$ cat src/rtl/imem_pkg.sv
// Shared constants for the instruction memory fetch unit.
//   DEFAULT_NOP_INSN : canonical NOP (addi x0,x0,0) used for fill and fault returns
//   FAULT_*          : response fault codes
//   StClear/StReady  : FSM state encodings
package imem_pkg;

  localparam logic [31:0] DEFAULT_NOP_INSN = 32'h0000_0013;

  localparam logic [1:0] FAULT_OK       = 2'b00;
  localparam logic [1:0] FAULT_MISALIGN = 2'b01;
  localparam logic [1:0] FAULT_RANGE    = 2'b10;

  typedef logic [0:0] state_t;
  localparam state_t StClear = 1'b0;
  localparam state_t StReady = 1'b1;

  // Misalignment wins when an address is both misaligned and out of range.
  function automatic logic [1:0] fault_code(input logic misalign, input logic out_of_range);
    if (misalign) begin
      return FAULT_MISALIGN;
    end else if (out_of_range) begin
      return FAULT_RANGE;
    end else begin
      return FAULT_OK;
    end
  endfunction

endpackage

$ cat src/rtl/imem_ram.sv
// DEPTH x 32 instruction storage.
//   clk, rst        : clock, synchronous active-high reset (read register only)
//   we/waddr/wdata  : synchronous write port
//   re/raddr/rdata  : registered read port; rdata updates only when re=1, read-first
module imem_ram #(
  parameter int unsigned DEPTH      = 128,
  parameter logic [31:0] RESET_DATA = 32'h0000_0013,
  localparam int unsigned IDX_W     = $clog2(DEPTH)
) (
  input  logic             clk,
  input  logic             rst,
  input  logic             we,
  input  logic [IDX_W-1:0] waddr,
  input  logic [31:0]      wdata,
  input  logic             re,
  input  logic [IDX_W-1:0] raddr,
  output logic [31:0]      rdata
);

  logic [31:0] mem_q [DEPTH];
  logic [31:0] rdata_q;

  always_ff @(posedge clk) begin
    if (we) begin
      mem_q[waddr] <= wdata;
    end
  end

  // Non-blocking read of mem_q returns the pre-write word on a same-edge write.
  always_ff @(posedge clk) begin
    if (rst) begin
      rdata_q <= RESET_DATA;
    end else if (re) begin
      rdata_q <= mem_q[raddr];
    end
  end

  assign rdata = rdata_q;

endmodule

$ cat src/rtl/imem_fetch_unit.sv
// Instruction memory with fetch handshake, boot-loader write port and fault reporting.
//   clk, rst                        : clock, synchronous active-high reset
//   fetch_req/fetch_addr/fetch_ready: fetch request, accepted when both req and ready are high
//   rsp_valid/rsp_insn/rsp_fault    : response one cycle after acceptance; insn/fault hold
//   load_we/load_idx/load_data      : loader word write (READY only)
//   load_ack/load_err               : one-cycle ack after each load strobe; err = index too big
//   init_done                       : NOP clear sweep has finished
module imem_fetch_unit
  import imem_pkg::*;
#(
  parameter int unsigned       ADDR_W    = 32,
  parameter int unsigned       DEPTH     = 128,
  parameter logic [ADDR_W-1:0] BASE_ADDR = '0,
  parameter logic [31:0]       NOP_INSN  = DEFAULT_NOP_INSN,
  localparam int unsigned      IDX_W     = $clog2(DEPTH)
) (
  input  logic              clk,
  input  logic              rst,
  input  logic              fetch_req,
  input  logic [ADDR_W-1:0] fetch_addr,
  output logic              fetch_ready,
  output logic              rsp_valid,
  output logic [31:0]       rsp_insn,
  output logic [1:0]        rsp_fault,
  input  logic              load_we,
  input  logic [IDX_W:0]    load_idx,
  input  logic [31:0]       load_data,
  output logic              load_ack,
  output logic              load_err,
  output logic              init_done
);

  state_t           state_q, state_d;
  logic [IDX_W-1:0] clr_idx_q, clr_idx_d;
  logic             rsp_valid_q;
  logic [1:0]       rsp_fault_q;
  logic             load_ack_q, load_err_q;

  logic [ADDR_W-1:0] off;
  logic              misalign, out_of_range;
  logic [1:0]        fault_d;
  logic              fetch_acc, load_acc, load_bad;
  logic              ram_we, ram_re;
  logic [IDX_W-1:0]  ram_waddr;
  logic [31:0]       ram_wdata, ram_rdata;

  assign fetch_ready = (state_q == StReady);
  assign init_done   = (state_q == StReady);

  // Address decode
  assign off          = fetch_addr - BASE_ADDR;
  assign misalign     = (fetch_addr[1:0] != 2'b00);
  assign out_of_range = (fetch_addr < BASE_ADDR) || ((off >> 2) >= ADDR_W'(DEPTH));
  assign fault_d      = fault_code(misalign, out_of_range);

  assign fetch_acc = fetch_req && fetch_ready;
  assign load_acc  = load_we && (state_q == StReady);
  assign load_bad  = (load_idx >= (IDX_W + 1)'(DEPTH));
  assign ram_re    = fetch_acc && (fault_d == FAULT_OK);

  always_comb begin
    state_d   = state_q;
    clr_idx_d = clr_idx_q;
    ram_we    = 1'b0;
    ram_waddr = load_idx[IDX_W-1:0];
    ram_wdata = load_data;
    if (state_q == StClear) begin
      // Clear sweep owns the write port until the last word is written.
      ram_we    = 1'b1;
      ram_waddr = clr_idx_q;
      ram_wdata = NOP_INSN;
      clr_idx_d = clr_idx_q + 1'b1;
      if (clr_idx_q == IDX_W'(DEPTH - 1)) begin
        state_d = StReady;
      end
    end else begin
      ram_we = load_acc && !load_bad;
    end
  end

  always_ff @(posedge clk) begin
    if (rst) begin
      state_q     <= StClear;
      clr_idx_q   <= '0;
      rsp_valid_q <= 1'b0;
      rsp_fault_q <= FAULT_OK;
      load_ack_q  <= 1'b0;
      load_err_q  <= 1'b0;
    end else begin
      state_q     <= state_d;
      clr_idx_q   <= clr_idx_d;
      rsp_valid_q <= fetch_acc;
      if (fetch_acc) begin
        rsp_fault_q <= fault_d;
      end
      load_ack_q <= load_acc;
      load_err_q <= load_acc && load_bad;
    end
  end

  imem_ram #(
    .DEPTH      (DEPTH),
    .RESET_DATA (NOP_INSN)
  ) u_ram (
    .clk   (clk),
    .rst   (rst),
    .we    (ram_we),
    .waddr (ram_waddr),
    .wdata (ram_wdata),
    .re    (ram_re),
    .raddr (off[IDX_W+1:2]),
    .rdata (ram_rdata)
  );

  // Faulted fetches never read the RAM, so the NOP substitution happens here.
  assign rsp_valid = rsp_valid_q;
  assign rsp_fault = rsp_fault_q;
  assign rsp_insn  = (rsp_fault_q != FAULT_OK) ? NOP_INSN : ram_rdata;
  assign load_ack  = load_ack_q;
  assign load_err  = load_err_q;

endmodule

$ cat config.mk
export PLATFORM = sky130hd
export DESIGN_NAME = imem_fetch_unit
export DESIGN_NICKNAME = d
export VERILOG_FILES = /design/src/rtl/imem_pkg.sv /design/src/rtl/imem_ram.sv /design/src/rtl/imem_fetch_unit.sv
export SDC_FILE = /design/constraint.sdc
export NUM_CORES = 2
export LEC_CHECK = 0
export CORE_MARGIN = 1.5
export CORE_UTILIZATION = 66
export DETAILED_ROUTE_END_ITERATION = 6
export PLACE_DENSITY = 0.81
export RECOVER_POWER = 25
export SLEW_MARGIN = 20
export SYNTH_ARGS = -nofsm -noshare
export SYNTH_HDL_FRONTEND = slang
export SYNTH_SLANG_ARGS = --single-unit
$ cat constraint.sdc
create_clock -name clk -period 12.07 [get_ports clk]
set_clock_uncertainty 0.2 [all_clocks]
set_input_delay 2.414 -clock clk [delete_from_list [all_inputs] [get_ports clk]]
set_output_delay 2.414 -clock clk [all_outputs]
set_load 0.01 [all_outputs]
## Word-level counts from Yosys, hierarchy flattened

Memory sizes are Yosys's and may differ from the RTL's. A register that Yosys moved wholly into a read port is not among the register bits.
Index checks and enable logic that the tools add are counted.

- Register bits after elaboration: 13
- RAM bits: 4,096
- Input bits: 76
- Memories kept: 1

Memory list:

| memory | depth | width | rd ports | clocked after memory_dff | wr ports | RTL line | text |
|---|---|---|---|---|---|---|---|
| u_ram.mem_q | 128 | 32 | 1 | 1 | 1 | imem_ram.sv:20 | `logic [31:0] mem_q [DEPTH];` |

- $add $sub $neg: 1
- Order comparisons: 3
- Equal/unequal tests: 1
- Mux-type cells: 10
- Reduce and logical (&&, ||, !) cells: 10

Operators by type and width:

| operator | number |
|---|---|
| 2-to-1 mux 32 bit | 2 |
| less-than comparator 32 x 1 -> 1 bit (second input constant) | 1 |
| greater-or-equal comparator 30 x 8 -> 1 bit (second input constant) | 1 |
| greater-or-equal comparator 8 bit (second input constant) | 1 |
| adder 7 x 1 -> 7 bit (second input constant) | 1 |
| equality test 7 bit (second input constant) | 1 |
| 2-to-1 mux 7 bit | 1 |
| logical AND 1 bit | 5 |
| 2-to-1 mux 1 bit | 5 |
| 2-to-1 mux 2 bit | 2 |
| nonzero test 2 bit | 2 |
| zero test 2 bit | 1 |
| zero test 1 bit | 1 |
| logical OR 1 bit | 1 |

## Logic depth before layout (Yosys ltp)

- Word-level depth: 6
- Mapped depth: 13
- Depth with buffers taken out: 6

## Hierarchy

Synthesis repeated with hierarchy kept, for this count alone.

- Cell total of the unflattened synthesis: 7,086
- Area total of the unflattened synthesis: 158,688.4 um^2

By module, submodules not included:

| module | times used | cells each | area an instance (um^2) | seq. area each (um^2) |
|---|---|---|---|---|
| imem_ram | 1 | 6,940 | 157,597.4 | 123,638.6 |
| imem_fetch_unit | 1 | 146 | 1,091.0 | 260.2 |

## Worst setup path before layout

Ideal clock, no wire load.

- Path kind: in2reg
- Start: input load_we
- End: memory u_ram.mem_q[112][0] (enable)
- Setup time: 421 ps
- Arrival: 4,659 ps
- Required time: 11,449 ps
- Setup slack: 6,790 ps
- Stages on the path: 5
- Cells stage by stage: inv_1 -> o21ai_1 -> nand3_1 -> clkbuf_1 -> nor2_1

- Longest elaborated chain between the ends: 5

Ends and longest elaborated chain:

| element | RTL line | text |
|---|---|---|
| start: declaration | imem_fetch_unit.sv:25 | `input logic load_we,` |
| logical AND 1 bit | imem_fetch_unit.sv:57 | `assign load_acc = load_we && (state_q == StReady);` |
| logical AND 1 bit | imem_fetch_unit.sv:77 | `ram_we = load_acc && !load_bad;` |
| 2-to-1 mux 1 bit | imem_fetch_unit.sv:67 | `if (state_q == StClear) begin` |
| 2-to-1 mux 1 bit | imem_ram.sv:24 | `if (we) begin` |
| 2-to-1 mux 1 bit (not written as such) | imem_ram.sv:25 | `mem_q[waddr] <= wdata;` |
| end: declaration | imem_ram.sv:20 |  |

Every way passes these cells.

## Worst setup path after layout

- Start: input load_data[17]
- End: memory u_ram.mem_q[6][17] (data pin)

- Longest elaborated chain between the ends: 1

Ends and longest elaborated chain:

| element | RTL line | text |
|---|---|---|
| start: declaration | imem_fetch_unit.sv:27 | `input logic [31:0] load_data,` |
| 2-to-1 mux 32 bit | imem_fetch_unit.sv:67 |  |
| net ram_wdata[17] | imem_fetch_unit.sv:45 | `logic [31:0] ram_wdata, ram_rdata;` |

The timed path passes the listed nets, and every way through them passes these cells.

==> metrics.md <==
| Metric | Value |
|---|---|
| Gr ovfl total | `0` |
| Initial core utilization | `66.5%` |
| Post-synth EDFFs | `between 4k and 5k` |
| Setup crit end kind | `register` |
| Violated checks | `capacitance limit, slew limit` |
| Startpoint Class | `input pin` |
| Fillers | `11.3k` |
| Pwr Density | `165 nW/um^2` |
| 1st-iter DRT viols | `16.6k` |
| Die Wd | `493 um` |
| Drt total wl | `487 mm` |
| Sequential area share after synthesis | `78.1%` |
| Max Slew Vio Count | `2440` |
| Worst-path fanout max | `99` |
| Placed cell area | `around 170000 um^2` |
| Layout cells sized above 1 | `27.9%` |
| Maxcap violations | `41` |
| Lkg Pwr | `56.6 nW` |
| Crit Path Category | `input pin to register` |
| Largest net degree at the start of global routing | `130` |
| Clock transition at path regs | `0.06 ns` |
| CORE AREA | `roughly 240000 um^2` |
| Max Fclk | `117 MHz` |
| Final #Nets | `7308` |
| Final hold slack | `~0.37 ns` |
| Area growth, synth to finish | `12.0%` |
| Clock sink total | `roughly 4.1k` |
| Die H | `493 um` |
| CTS Hold Bufs | `0` |
| Postcts setup bufs | `0` |
| Final Setup Violations | `0` |
| Final min period | `approximately 8.5 ns` |
| # H-tree levels | `5` |
| Final instance area | `178000 um^2` |
| Die area | `~240000 um^2` |
| Synthesized Nets | `6935` |
| DR WL/cell | `45.4 um` |
| Main synth FF type | `edfxtp_1` |
| Synthesized cell area | `159000 um^2` |
| Vias in the first global route | `between 80k and 90k` |
| Final TNS setup | `0 ns` |
| CTS tree | `done` |
| Drt pass-1 iters | `7` |
| Final hold vios | `0` |
| FP Rows | `179` |
| Synth warn | `0` |
| Fin util | `~74%` |
| DR vias/cell | `approximately 8.0` |
| Max transition margin | `-294%` |
| IO buf count | `114` |
| GP Congestion | `approximately 0.93` |
| Avg Inst Size Synth | `23.1 um^2` |
| Worst Hold Class | `register to register` |
| Data arrival, critical path | `8.31 ns` |
| Post-Syn Instances | `~7k` |
| Final ANT Viol Nets | `0` |
| Post-synthesis cell type count | `45` |
| # IOs | `roughly 120` |
| Total GRT Usage | `about two fifths` |
| Post-route DRC violation count | `0` |
| Worst Max-Slew Pin Slew | `5.91 ns` |
| Outcome | `finished with violations` |
| DP HPWL | `235 mm` |
| Total CTS buffers | `402` |
| CP required | `11.86 ns` |
| Clock Latency Late Sink | `1.03 ns` |
| Maximum VDD drop | `147 uV` |
| Cts repair resizes | `0` |
| First-pass GRT wire length | `669 mm` |
| Vias after detailed routing | `~85k` |
| Antenna violations before repair | `between 50 and 60` |
| Final Cycle Share | `a little over 70%` |
| Post-synth ARST share | `0%` |
| Root buffer cell | `clkbuf_16` |
| Clk buf depth | `4` |
| Synth Register Bits | `between 4k and 5k` |
| RSZ-0062 raised after global routing | `no` |
cell usage after synthesis (all sizes together) (13+ instances only):
library cell | n | area share [%]
a211oi | 47 | 0.22
a21oi | 70 | 0.22
and2 | 81 | 0.32
buf | 213 | 0.76
clkbuf | 176 | 0.42
dfxtp | 45 | 0.57
edfxtp | 4096 | 78
mux2 | 65 | 0.46
mux2i | 238 | 1.5
mux4 | 1061 | 15
nand2 | 83 | 0.20
nand2b | 13 | 0.051
nand3 | 51 | 0.16
nand3b | 41 | 0.19
nor2 | 163 | 0.39
nor3 | 30 | 0.095
o2111ai | 23 | 0.13
o21ai | 17 | 0.054
o221ai | 93 | 0.51
o22ai | 99 | 0.39
o311ai | 16 | 0.088
o31ai | 25 | 0.12
placed cells by master (no fill, tap or decap), types with 26 or more instances in the layout:
master           count
dfxtp_1             44
nor2_1              34
clkbuf_1            68
mux2i_1            234
clkbuf_16          409
mux4_2            1061
clkdlybuf4s50_1     74
nor3_1              28
and2_1              51
clkinv_1           101
nand3b_1            41
bufinv_16           39
a211oi_1            47
diode_2             26
edfxtp_1          4096
buf_4              221
mux2_2              65
and2_0              30
o221ai_1            93
nor2_4             128
o22ai_1             99
a21oi_1             70
nand2_1             83
clkinv_2            85
dlygate4sd3_1       34
nand3_1             43
critical path: stages:
cell and delay [ns]:
dlygate4sd3_1 0.59, and2_0 1.40, clkbuf_1 3.78
power breakdown:
part	switching [mW]	internal, mW	leakage (nW)
Sequential	0.0146	15.6	38.8
Combinational	0.745	0.487	11.6
Clock	5.44	7.03	6.20
routing by layer:
metal / vias up / track usage, % / wire (um)
li1: 30200 / - / -
met1: 43200 / 49.7 / 145000
met2: 9656 / 61.1 / 224000
met3: 2370 / 13.4 / 74500
met4: 42 / 28.3 / 43600
met5: - / 0 / 293
flip-flops by register name, summed over array words and instances (netlist names):
register     flops
u_ram.mem_q   4096
u_ram.rdata     32
clr_idx_q        7
rsp_fault        2
fetch_ready      1
load_ack         1
load_err         1
rsp_valid        1
final cells by class:
type / instances / area (um^2) / area share, %
tap: 3167 / 3960 / 2.23
multi-input combinational: 2316 / 33900 / 19.1
timing repair buffer: 358 / 3120 / 1.76
sequential: 4141 / 124000 / 69.7
antenna: 26 / 65.1 / 0.0366
clock buffer: 471 / 10500 / 5.92
clock inverter: 242 / 2110 / 1.19
inverter: 12 / 60.1 / 0.0338
final timing paths:
kind,to,cells after the start,slack (ns),from
worst max register to register,u_ram.mem_q[6][17]$_DFFE_PP_,3,4.17,fetch_ready$_SDFF_PP0_
worst max-delay path,u_ram.mem_q[6][17]$_DFFE_PP_,3,3.55,load_data[17]
worst min-delay path,u_ram.rdata[5]$_SDFFE_PP0P_,1,0.37,u_ram.rdata[5]$_SDFFE_PP0P_
worst min register to register,u_ram.rdata[5]$_SDFFE_PP0P_,1,0.37,u_ram.rdata[5]$_SDFFE_PP0P_
through the flow:
| step | setup WS, ns | total power, mW | instances |
|---|---|---|---|
| finish | 3.55 | 29.3 | 10700 |
| floorplan | 6.79 | 16.7 | 6858 |
| CTS | 5.88 | 29.2 | 10700 |
| global placement | 4.95 | 17.0 | 9990 |
| global route | 3.53 | 29.8 | 10700 |
| detailed placement | 5.00 | 17.1 | 9992 |
cells by family after synthesis:
logic type / after synthesis / synth area share (%)
flip-flops: 4141 / 78.1
multiplexers: 1364 / 17.0
AND/OR/NAND/NOR: 506 / 1.60
AO/OA/AOI/OAI: 440 / 2.02
buffers and inverters: 401 / 1.21
XOR/XNOR: 5 / 0.0276
adder cells (fa/ha/maj): 1 / 0.00789
No activity file was read; power rests on OpenSTA's default activity.
